**config.mk**
```make
export PLATFORM = sky130hd
export DESIGN_NAME = int_service
export DESIGN_NICKNAME = d
export VERILOG_FILES = /design/src/rtl/int_service.sv
export SDC_FILE = /design/constraint.sdc
export NUM_CORES = 1
export LEC_CHECK = 0
export ABC_AREA = 1
export BUFFER_PORTS_ARGS = -buffer_cell sky130_fd_sc_hd__buf_2
export CORE_ASPECT_RATIO = 1.75
export CORE_MARGIN = 2
export CORE_UTILIZATION = 50
export CTS_BUF_LIST = sky130_fd_sc_hd__clkbuf_4 sky130_fd_sc_hd__clkbuf_8
export DETAILED_ROUTE_END_ITERATION = 8
export PLACE_DENSITY = 0.93
export RECOVER_POWER = 50
export SYNTH_ARGS = -nofsm -noshare
export SYNTH_HDL_FRONTEND = slang
export SYNTH_SLANG_ARGS = --single-unit
```
**constraint.sdc**
```tcl
create_clock -name clk -period 2.9 [get_ports clk]
set_clock_uncertainty 0.1 [all_clocks]
set_input_delay 0.725 -clock clk [delete_from_list [all_inputs] [get_ports clk]]
set_output_delay 0.725 -clock clk [all_outputs]
set_load 0.02 [all_outputs]
```
**src/rtl/int_service.sv**
```systemverilog
// CPU-side interrupt responder: IE/IP SFRs, two-level in-service tracking,
// priority arbitration and a vectored request/acknowledge handshake to the core.
module int_service #(
    parameter logic [7:0]  IE_ADDR  = 8'hA8,
    parameter logic [7:0]  IP_ADDR  = 8'hB8,
    parameter logic [15:0] VEC_BASE = 16'h0003,
    parameter logic [15:0] VEC_STEP = 16'h0008
) (
    input  logic        clk,
    input  logic        rst,
    input  logic [4:0]  int_pend,
    output logic [4:0]  int_clr,
    input  logic        sfr_we,
    input  logic [7:0]  sfr_addr,
    input  logic [7:0]  sfr_wdata,
    output logic [7:0]  sfr_rdata,
    output logic        int_req,
    output logic [15:0] int_vec,
    input  logic        int_ack,
    input  logic        reti,
    input  logic        hold,
    output logic [1:0]  isr_level
);

    typedef enum logic [0:0] {StIdle, StReq} state_e;

    state_e      state_q, state_d;
    logic        ea_q, ea_d;
    logic [4:0]  ie_q, ie_d;
    logic [4:0]  ip_q, ip_d;
    logic [1:0]  isr_q, isr_d;
    logic [1:0]  isr_after_reti;
    logic [15:0] vec_q, vec_d;
    logic [2:0]  win_q, win_d;
    logic        lvl_q, lvl_d;
    logic [4:0]  clr_q, clr_d;

    logic [4:0]  elig;
    logic [4:0]  elig_hi;
    logic [4:0]  elig_lo;
    logic [4:0]  grp;
    logic        any_elig;
    logic        win_lvl;
    logic [2:0]  win_idx;
    logic [15:0] win_vec;

    // A low-priority source needs both levels idle; a high one only needs the high level idle.
    always_comb begin
        elig = '0;
        for (int i = 0; i < 5; i++) begin
            elig[i] = ea_q & ie_q[i] & int_pend[i] &
                      (ip_q[i] ? ~isr_q[1] : ~(isr_q[1] | isr_q[0]));
        end
    end

    assign elig_hi  = elig & ip_q;
    assign elig_lo  = elig & ~ip_q;
    assign any_elig = |elig;
    assign win_lvl  = |elig_hi;
    assign grp      = win_lvl ? elig_hi : elig_lo;

    // Scan downwards so the lowest set index is the one that sticks.
    always_comb begin
        win_idx = 3'd0;
        for (int i = 4; i >= 0; i--) begin
            if (grp[i]) begin
                win_idx = 3'(i);
            end
        end
    end

    assign win_vec = VEC_BASE + VEC_STEP * 16'(win_idx);

    // SFR writes land at the edge; arbitration this cycle sees the old values.
    always_comb begin
        ea_d = ea_q;
        ie_d = ie_q;
        ip_d = ip_q;
        if (sfr_we) begin
            if (sfr_addr == IE_ADDR) begin
                ea_d = sfr_wdata[7];
                ie_d = sfr_wdata[4:0];
            end else if (sfr_addr == IP_ADDR) begin
                ip_d = sfr_wdata[4:0];
            end
        end
    end

    always_comb begin
        sfr_rdata = 8'h00;
        if (sfr_addr == IE_ADDR) begin
            sfr_rdata = {ea_q, 2'b00, ie_q};
        end else if (sfr_addr == IP_ADDR) begin
            sfr_rdata = {3'b000, ip_q};
        end
    end

    always_comb begin
        state_d = state_q;
        vec_d   = vec_q;
        win_d   = win_q;
        lvl_d   = lvl_q;
        clr_d   = '0;

        // RETI releases the innermost level before any acknowledge sets a new one.
        isr_after_reti = isr_q;
        if (reti) begin
            if (isr_q[1]) begin
                isr_after_reti[1] = 1'b0;
            end else if (isr_q[0]) begin
                isr_after_reti[0] = 1'b0;
            end
        end
        isr_d = isr_after_reti;

        case (state_q)
            StIdle: begin
                if (any_elig && !hold) begin
                    state_d = StReq;
                    vec_d   = win_vec;
                    win_d   = win_idx;
                    lvl_d   = win_lvl;
                end
            end
            StReq: begin
                if (int_ack) begin
                    // The core has called the presented vector, so service the latched winner.
                    state_d = StIdle;
                    vec_d   = '0;
                    clr_d   = 5'b00001 << win_q;
                    if (lvl_q) begin
                        isr_d[1] = 1'b1;
                    end else begin
                        isr_d[0] = 1'b1;
                    end
                end else if (!any_elig) begin
                    state_d = StIdle;
                    vec_d   = '0;
                end else begin
                    vec_d = win_vec;
                    win_d = win_idx;
                    lvl_d = win_lvl;
                end
            end
            default: begin
                state_d = StIdle;
                vec_d   = '0;
            end
        endcase
    end

    always_ff @(posedge clk) begin
        if (rst) begin
            state_q <= StIdle;
            ea_q    <= 1'b0;
            ie_q    <= '0;
            ip_q    <= '0;
            isr_q   <= '0;
            vec_q   <= '0;
            win_q   <= '0;
            lvl_q   <= 1'b0;
            clr_q   <= '0;
        end else begin
            state_q <= state_d;
            ea_q    <= ea_d;
            ie_q    <= ie_d;
            ip_q    <= ip_d;
            isr_q   <= isr_d;
            vec_q   <= vec_d;
            win_q   <= win_d;
            lvl_q   <= lvl_d;
            clr_q   <= clr_d;
        end
    end

    assign int_req   = (state_q == StReq);
    assign int_vec   = vec_q;
    assign int_clr   = clr_q;
    assign isr_level = isr_q;

endmodule

```
**After elaboration in Yosys (flattened, before gate mapping)**

Index checks and enable logic that the tools add are counted.

- Add/subtract/negate cells: 1
- Equality and inequality tests: 5
- Shifts and indexed selects: 1
- Muxes and demuxes: 35
- Bitwise logic cells: 24
- Reduce and logical (&&, ||, !) cells: 8

Operators by type and width:

| operator | number |
|---|---|
| $pmux 16 s2 | 1 |
| $mux 3 | 8 |
| $eq 8x8->1 const B | 2 |
| $mux 16 | 1 |
| $and 1x1->1 | 15 |
| $mux 1 | 14 |
| $mux 7 | 2 |
| $and 5x5->5 | 2 |
| $mux 5 | 2 |
| $reduce_or 5->1 | 2 |
| $mux 8 | 1 |
| $add 2x6->7 const A | 1 |
| $mux 2 | 3 |
| $pmux 3 s2 | 1 |
| $reduce_and 3->1 | 2 |
| $not 1->1 | 5 |
| $not 5->5 | 1 |
| $shl 1x3->5 const A | 1 |
| $ne 2x2->1 const B | 2 |
| $pmux 1 s2 | 2 |
| $reduce_or 3->1 | 1 |
| $ne 2x1->1 const B | 1 |
| $reduce_and 2->1 | 1 |
| $logic_and 1x1->1 | 1 |
| 2 further kinds | 2 |

- Register bits: 39
- Input port bits: 27
- Output and inout port bits: 32

**Longest topological paths before layout**

Gate-level depths: netlist of the first run.

- Depth in word-level cells: 16
- Depth in mapped cells: 13

**Least setup slack after synthesis of the first run**

Ideal clock, no wire load.

- Path type: in2out
- Start: input port sfr_addr[1]
- End: output port sfr_rdata[0]
- Arrival: 1.602 ns
- Slack: 0.473 ns
- Stages on the path: 4
- Buffers on the path: 0
- Path through: nor4_1 -> and2_1 -> inv_1 -> o22ai_1

- Longest elaborated chain between the ends: 3
- Elaborated cells between the ends (all ways): 4
- Those cells by class: eq/ne: 2; mux: 2

RTL lines:

| element | RTL line | source |
|---|---|---|
| start, declared | 14 | `input logic [7:0] sfr_addr,` |
| $eq 8x8->1 | 93 | `end else if (sfr_addr == IP_ADDR) begin` |
| $mux 5 | 93 |  |
| $mux 8 (*) | 91 | `if (sfr_addr == IE_ADDR) begin` |
| end, declared | 16 | `output logic [7:0] sfr_rdata,` |

Every way passes the cells marked *; elsewhere a longest branch is shown, timed or not.

**Final worst setup path of the first run**

- Start: input port sfr_addr[1]
- End: output port sfr_rdata[2]

The elaborated chain is that of the path after synthesis.

==> results of run 1 <==
[registers in the layout, summed over array words and instances (netlist names)]
register and cells:
int_req 1, lvl_q 1, ip_q 5, ie_q 5
win_q 3, int_vec 4, ea_q 1, int_clr 5
isr_level 2
[metal layers]
layer	track usage, %	vias up	share of wire [%]
met3	2.37	14	6.3
met5	0	-	0
met2	41.7	76	57
met1	17.3	660	33
li1	-	730	-
met4	12.4	0	4.1
[final cells by class]
class / instances / share of cell area [%]
multi-input cells: 148 / 43.6
repair buffers: 43 / 12.0
flip-flops and latches: 27 / 32.5
well taps: 28 / 2.11
clock inverters: 1 / 0.301
clock buffers: 3 / 2.48
inverters: 31 / 7.00
[worst register-to-register path, cell delays in order (launching register included)]
cell and delay [ns]:
dfxtp_1 0.48, nand2_1 0.13, nand3_1 0.11, nand2_1 0.08, inv_2 0.07, nand4_4 0.09, o21ai_0 0.37, nand3_1 0.14
nand2_1 0.10
[cells in the final DEF (no fill, tap or decap), drive strengths merged]
master,instances
clkinv,1
nand3,18
buf,30
nand4,4
a21oi,12
nor3,5
clkbuf,16
and2,3
inv,31
nand2,54
o31ai,1
conb,13
dfxtp,27
o22ai,5
nor2,18
nor4,2
o21ai,13
[where the power goes]
part           internal [mW]  switching (mW)  leakage [nW]  total, mW
Clock                 0.0962           0.115        0.0255      0.211
Sequential             0.371        0.000273         0.217      0.371
Combinational         0.0155          0.0319         0.556     0.0474
Total                  0.482           0.147         0.798      0.629
[through the flow]
| stage | total power [mW] | worst slack, ns | std cells | hold slack, ns |
|---|---|---|---|---|
| 2_1_floorplan | 0.420 | 0.473 | 222 | 0.321 |
| 3_3_place_gp | 0.426 | 0.340 | 277 | 0.344 |
| 3_5_place_dp | 0.428 | 0.293 | 277 | 0.350 |
| 4_1_cts | 0.628 | 0.289 | 281 | 0.365 |
| 5_1_grt | 0.648 | 0.218 | 281 | 0.391 |
| 6_report | 0.629 | 0.294 | 281 | 0.365 |
[kinds of logic after synthesis]
group,count (synthesis)
simple gates,104
buf+inv,47
compound gates,31
flops,27
other cells,1
[worst min-delay path by stage]
stage                     slack [ns]         end
after floorplan                 0.32  int_clr[1]
after global placement          0.34  int_clr[2]
after detailed placement        0.35    win_q[2]
after CTS                       0.37    win_q[2]
after global routing            0.39  int_clr[2]
final                           0.37    win_q[2]
==> results.txt, run 1 <==
Post-synthesis simple-gate area fraction: 35.5%
Critical path startpoint category: input pin
CP cell instances: buf_2, nor4_1, and2_0, inv_1, o22ai_1, buf_2
CP max stage delay: 0.30 ns
Routed WL per cell: 11.4 um
Pleak: 0.798 nW
Top cells by count, synth: 50 x nand2_1, 28 x inv_1, 27 x dfxtp_1, 14 x buf_4, 14 x nor2_1
Setup CP Type: input pin to output pin
Worst Path Arrival: 1.78 ns
CP top delay family: simple AND/OR/NAND/NOR gates
Seq/Total Area, Yosys: 37.0%
Number of synthesized flops with an enable pin: 0
Count leader, synth: nand2_1
Setup TNS: 0 ns
Cells taking the most area after synthesis: dfxtp_1 37%, nand2_1 13%, buf_4 7.2%
Via count: 1480
Starting DRT DRC Count: 41
Area grow syn2layout: 14.0%
Post-route cell area: 1660 um^2
Post-synth top flop: dfxtp_1
Pwr dens: 379 nW/um^2
Mux share of post-synthesis cell area: 0%
Synthesized instance count: 210
Diode count: 0
Synth Cell Area: 1460 um^2
Fillers: 310
Most common cell on crit path: buf_2
Post-synth top area cell: dfxtp_1
Vias/cell: 5.27
Total wire length: 3190 um
CTS Buf Count: 3
Hold path depth: 2
H-tree depth: 1
Avg Inst Size Synth: 6.95 um^2
CP max-delay cell: nor4_1
Starting Density: 51.0%
Ys async rst share: 0%
Slew Limit Fails: 0
Nets: 281
Worst R2R Start: isr_level[0]
Total grt overflow: 0
Placed inst area: 1640 um^2
Seq. cell area: 541 um^2
#FFs+latches synth: 27
CTS tree: yes
Die ar.: 3380 um^2
Synth unique cells: 24
# DRC: 0
Worst IR drop on VDD: 0.000293 V
HP Class: register to register
Worst path depth: 6
Synth Area in Adders: 0%
Initial antenna violation count: 0
RSZ-0062 raised after global routing: no
Critical path startpoint: sfr_addr[1]
Post-synthesis compound-gate area fraction: 11.5%
First-pass GRT wire length: 5240 um
Core Footprint: 2860 um^2
WP buf/inv: 3
# rows: 26
Setup Fix Bufs, Post-CTS: 0
Multi-input gate area: 726 um^2
# Max-Cap Violations: 0
Number of global-route vias before repair: 1416
Dpl hpwl: 2570 um
Max Fanout on Critical Path: 5
XOR/XNOR share of the synthesized area: 0%
Crit path time final: 2.61 ns
CTS sink cnt: 27
Largest family of logic cells by synthesized area: simple AND/OR/NAND/NOR gates
Die Y: 75.5 um
Status: finished, final reports clean
Reg-to-Reg End: int_vec[4]
CTS clk-pin slew, worst paths: 0.09 ns
Fin crit share: 89.9%
Pre-Repair DR Iteration Count: 6
Fin util: 58.1%
Deepest clock path buffer count: 2
Hold path start: win_q[2]
Port bufs: 43
FMAX: 384 MHz
Post-route ant nets: 0
Crit end category: output pin
Chip width: 44.8 um
Reg2Reg Setup Slack: 1.18 ns
Clock tree root buffer cell: clkbuf_8
CTS Hold Bufs: 0
Post-CTS resize count: 0
Share of layout cells above drive strength 1: 20.2%
Synth top area share: 37.0%
I/O pin count: 59
Worst setup endpoint: sfr_rdata[2]
Reg2Reg Depth: 8
Clock latency on the worst-skew pair: 0.27 ns
Pin count of the biggest net entering global routing: 18
Synth Warn #: 0
Critical path required time: 2.08 ns
Setup violators final: 0
Final RePlAce weighted congestion: 0.832
Fin. Hold Viols: 0
GRT Util Overall: 20.3%
Note: power is estimated with default switching activity, not from simulation.
==> run 2, diff against run 1 <==
Settings changed: CORE_ASPECT_RATIO 1.75 to unset, PLACE_DENSITY 0.93 to 0.82, RECOVER_POWER 50 to unset.
==> run 2 against run 1 <==
Sequential power about the same. Critical path depth stayed put. Die area shrank 0.50%. Final area rose by 0.60%. Largest cell class unchanged.
==> results.txt, run 2 (synthesis gave the netlist of run 1 again) <==
Status: finished, final reports clean
# rows: 19
I/O pin count: 59
Routed WL per cell: 10.0 um
Most frequent cells in the layout: 50 x nand2_1, 43 x buf_2, 28 x inv_1, 27 x dfxtp_1, 14 x nor2_1
Diode count: 0
Setup CP Type: input pin to output pin
# DRC: 0
Via count: 1398
Total Power: 0.580 mW
Pre-Repair DR Iteration Count: 4
Fillers: 286
GRT Util Overall: 18.4%
First-pass GRT wire length: 5030 um
Die Y: 58.0 um
Fin. Hold Viols: 0
Total grt overflow: 0
Critical path startpoint category: input pin
Placed inst area: 1650 um^2
Worst R2R Start: isr_level[0]
Initial antenna violation count: 0
Critical path required time: 2.08 ns
HP Class: register to register
Most common cell after layout, fill and taps aside: nand2_1
Slew Limit Fails: 0
Nets: 281
PnR worst setup slack: 0.323 ns
Crit end category: output pin
Pleak: 0.846 nW
Hold path start: win_q[1]
Dpl hpwl: 2320 um
CTS Buf Count: 3
Reg2Reg Setup Slack: 1.26 ns
# Max-Cap Violations: 0
Share of layout cells above drive strength 1: 26.5%
Worst Path Arrival: 1.75 ns
Chip width: 58.0 um
CTS tree: yes
Final RePlAce weighted congestion: 0.882
Setup Fix Bufs, Post-CTS: 0
Core Footprint: 2760 um^2
Post-route ant nets: 0
Setup violators final: 0
RSZ-0062 raised after global routing: no
CTS sink cnt: 27
Worst IR drop on VDD: 0.000283 V
Port bufs: 43
Clock latency on the worst-skew pair: 0.32 ns
Setup TNS: 0 ns
Max Fanout on Critical Path: 5
Total wire length: 2850 um
Deepest clock path buffer count: 2
Placement Setup Slack: 0.333 ns
Starting DRT DRC Count: 35
CTS clk-pin slew, worst paths: 0.14 ns
Die ar.: 3370 um^2
Pwr dens: 346 nW/um^2
Crit path time final: 2.58 ns
H-tree depth: 1
Post-CTS resize count: 0
Clock tree root buffer cell: clkbuf_4
Post-route cell area: 1670 um^2
Critical path startpoint: sfr_addr[1]
Number of global-route vias before repair: 1293
FMAX: 388 MHz
Fin crit share: 88.8%
Vias/cell: 4.92
Area grow syn2layout: 14.7%
Starting Density: 52.9%
Pin count of the biggest net entering global routing: 18
CTS Hold Bufs: 0
Fin util: 60.7%
## run 2: final timing paths
| path | to | depth (start not counted) |
|---|---|---|
| hold / removal | int_clr[1] | 1 |
| setup / recovery | sfr_rdata[0] | 6 |
| hold reg to reg | int_clr[1] | 1 |
| setup reg to reg | int_vec[3] | 11 |
## run 2: layout make-up
type                       instances  area (um^2)  share of cell area [%]
clock buffer                       3         22.5                    1.35
clock inverter                     1         5.00                   0.299
inverter                          31          116                    6.96
multi-input combinational        148          734                    43.9
sequential                        27          541                    32.3
tap                               31         38.8                    2.32
timing repair buffer              43          215                    12.9
## run 2: per-stage QoR
step	hold WS, ns	std cells
detailed placement	0.344	280
global placement	0.337	280
CTS	0.364	284
global route	0.381	284
floorplan	0.321	222
finish	0.362	284
## run 2: power breakdown
| group | switching (mW) | internal, mW |
|---|---|---|
| Clock | 0.109 | 0.0518 |
| Sequential | 0.000264 | 0.371 |
| Combinational | 0.0316 | 0.0158 |
| Total | 0.141 | 0.439 |
## run 2: worst max-delay path: stages
cell	delay (ns)
buf_2	0.09
nor4_1	0.29
and2_1	0.19
inv_1	0.10
o22ai_1	0.17
buf_2	0.19
## run 2: routing by layer
metal	GRT usage (%)	wire length, um
met5	0	0
met4	3.99	21
met3	2.68	169
met2	33.0	1330
met1	23.5	1320
==> run 3, diff against run 2 <==
Settings changed: CORE_UTILIZATION 50 to 25, PLACE_DENSITY 0.82 to unset.
==> run 3 against run 2 <==
Global-route usage fell by 7.9 points. Final area rose by 4.3%. Sequential power barely moved. Non-clock buffer count did not move. Die area rose by 92%. Power rose by 11%. Count of clock-buffer cells in the layout did not move. Maximum frequency fell by 1.3%. Via count fell by 2.0%. Clock power rose by 39%. Sequential share of layout area fell by 1.3 points. First-iteration DRC count rose by 23%. Critical path type unchanged. Critical endpoint is now sfr_rdata[2]. Highest routed layer unchanged.
==> results.txt, run 3 (synthesis gave the netlist of run 1 again) <==
Status: finished, final reports clean
H-tree depth: 1
Worst R2R Start: isr_level[0]
Area grow syn2layout: 19.6%
Hold_ws: 0.356 ns
Hold path depth: 1
Starting Density: 26.2%
Fin. Hold Viols: 0
Crit end category: output pin
Pre-Repair DR Iteration Count: 4
CP cell instances: buf_2, nor4_1, and2_1, inv_1, o22ai_1, buf_2
Die Y: 80.4 um
Post-route ant nets: 0
Seq. cell area: 541 um^2
Post-CTS resize count: 0
Vias/cell: 4.22
Die ar.: 6460 um^2
Total wire length: 3250 um
WP buf/inv: 3
Multi-input gate area: 734 um^2
I/O pin count: 59
Share of layout cells above drive strength 1: 26.5%
CTS clk-pin slew, worst paths: 0.09 ns
Critical path startpoint category: input pin
Clock tree root buffer cell: clkbuf_8
Critical path required time: 2.08 ns
Nets: 281
GRT Util Overall: 10.5%
Fillers: 638
Core Footprint: 5570 um^2
Diode count: 0
Met1 usage: 13.8%
Worst Path Arrival: 1.79 ns
Most frequent cells in the layout: 50 x nand2_1, 43 x buf_2, 28 x inv_1, 27 x dfxtp_1, 14 x nor2_1
Worst path depth: 6
Worst IR drop on VDD: 0.000242 V
RSZ-0062 raised after global routing: no
Setup Fix Bufs, Post-CTS: 0
Routed WL per cell: 9.99 um
Chip width: 80.4 um
Pin count of the biggest net entering global routing: 18
# DRC: 0
Met2 Resource Use GR: 17.2%
Most common cell on crit path: buf_2
Pleak: 0.850 nW
Reg2Reg Depth: 11
CP max-delay cell: nor4_1
Setup violators final: 0
CTS tree: yes
Via count: 1370
Crit path time final: 2.61 ns
Fin util: 31.3%
HP Class: register to register
Hold path start: win_q[1]
Most Crowded Layer GR: met2
Worst Hold End: int_clr[1]
Number of global-route vias before repair: 1229
Deepest clock path buffer count: 2
Most common cell after layout, fill and taps aside: nand2_1
Total grt overflow: 0
FMAX: 383 MHz
Final instance count without filler cells: 325
CTS Hold Bufs: 0
CTS sink cnt: 27
Fin crit share: 90.1%
Port bufs: 43
Max Fanout on Critical Path: 5
First-pass GRT wire length: 5400 um
# Max-Cap Violations: 0
Dpl hpwl: 2620 um
Clock latency on the worst-skew pair: 0.28 ns
Setup TNS: 0 ns
Placed instance count: 321
CP top delay family: simple AND/OR/NAND/NOR gates
Initial antenna violation count: 0
Setup CP Type: input pin to output pin
Reg-to-Reg End: int_vec[3]
Slew Limit Fails: 0
# rows: 27
Starting DRT DRC Count: 43
CP max stage delay: 0.29 ns
Pwr dens: 368 nW/um^2
Reg2Reg Setup Slack: 1.26 ns
CTS Buf Count: 3
Final RePlAce weighted congestion: 0.871
M3 GR Usage: 3.03%
-- run 3: through the flow --
stage               area [um^2]  setup slack (ns)  total power, mW
global placement           1700             0.308            0.427
detailed placement         1700             0.297            0.428
CTS                        1750             0.286            0.648
global route               1750             0.116            0.665
floorplan                  1500             0.473            0.420
finish                     1750             0.288            0.642
-- run 3: layout make-up --
cell class	instances	share of cell area, %
multi-input combinational	148	42.1
tap	72	5.16
inverter	31	6.67
timing repair buffer	43	12.3
clock inverter	1	0.430
clock buffer	3	2.37
sequential	27	31.0
-- run 3: worst reg2reg max path, stage by stage, from the launching register on --
cell and delay, ns:
dfxtp_1 0.49, nand2_1 0.11, nand3_1 0.14, nand2_2 0.08, nor2_4 0.19, nand2_2 0.09, nand2_1 0.06, nand2_1 0.06
nand2_1 0.06, nand2_1 0.04, nand2_1 0.08, nand2_1 0.05
-- run 3: power breakdown --
part	total [mW]	internal (mW)	switching, mW
Sequential	0.371	0.371	0.000278
Clock	0.223	0.0977	0.125
Combinational	0.0479	0.0158	0.0321
-- run 3: worst max-delay path by stage --
stage,slack [ns],start,end
after detailed placement,0.30,sfr_addr[1],sfr_rdata[2]
after global placement,0.31,sfr_addr[1],sfr_rdata[2]
after CTS,0.29,sfr_addr[1],sfr_rdata[2]
after global routing,0.12,sfr_addr[1],sfr_rdata[2]
after floorplan,0.47,sfr_addr[1],sfr_rdata[0]
final,0.29,sfr_addr[1],sfr_rdata[2]
-- run 3: per-layer routing --
metal	share of wire, %	vias to the layer above
met3	8.9	4
met2	42	55
li1	-	733
met4	1.0	0
met5	0	-
met1	48	578
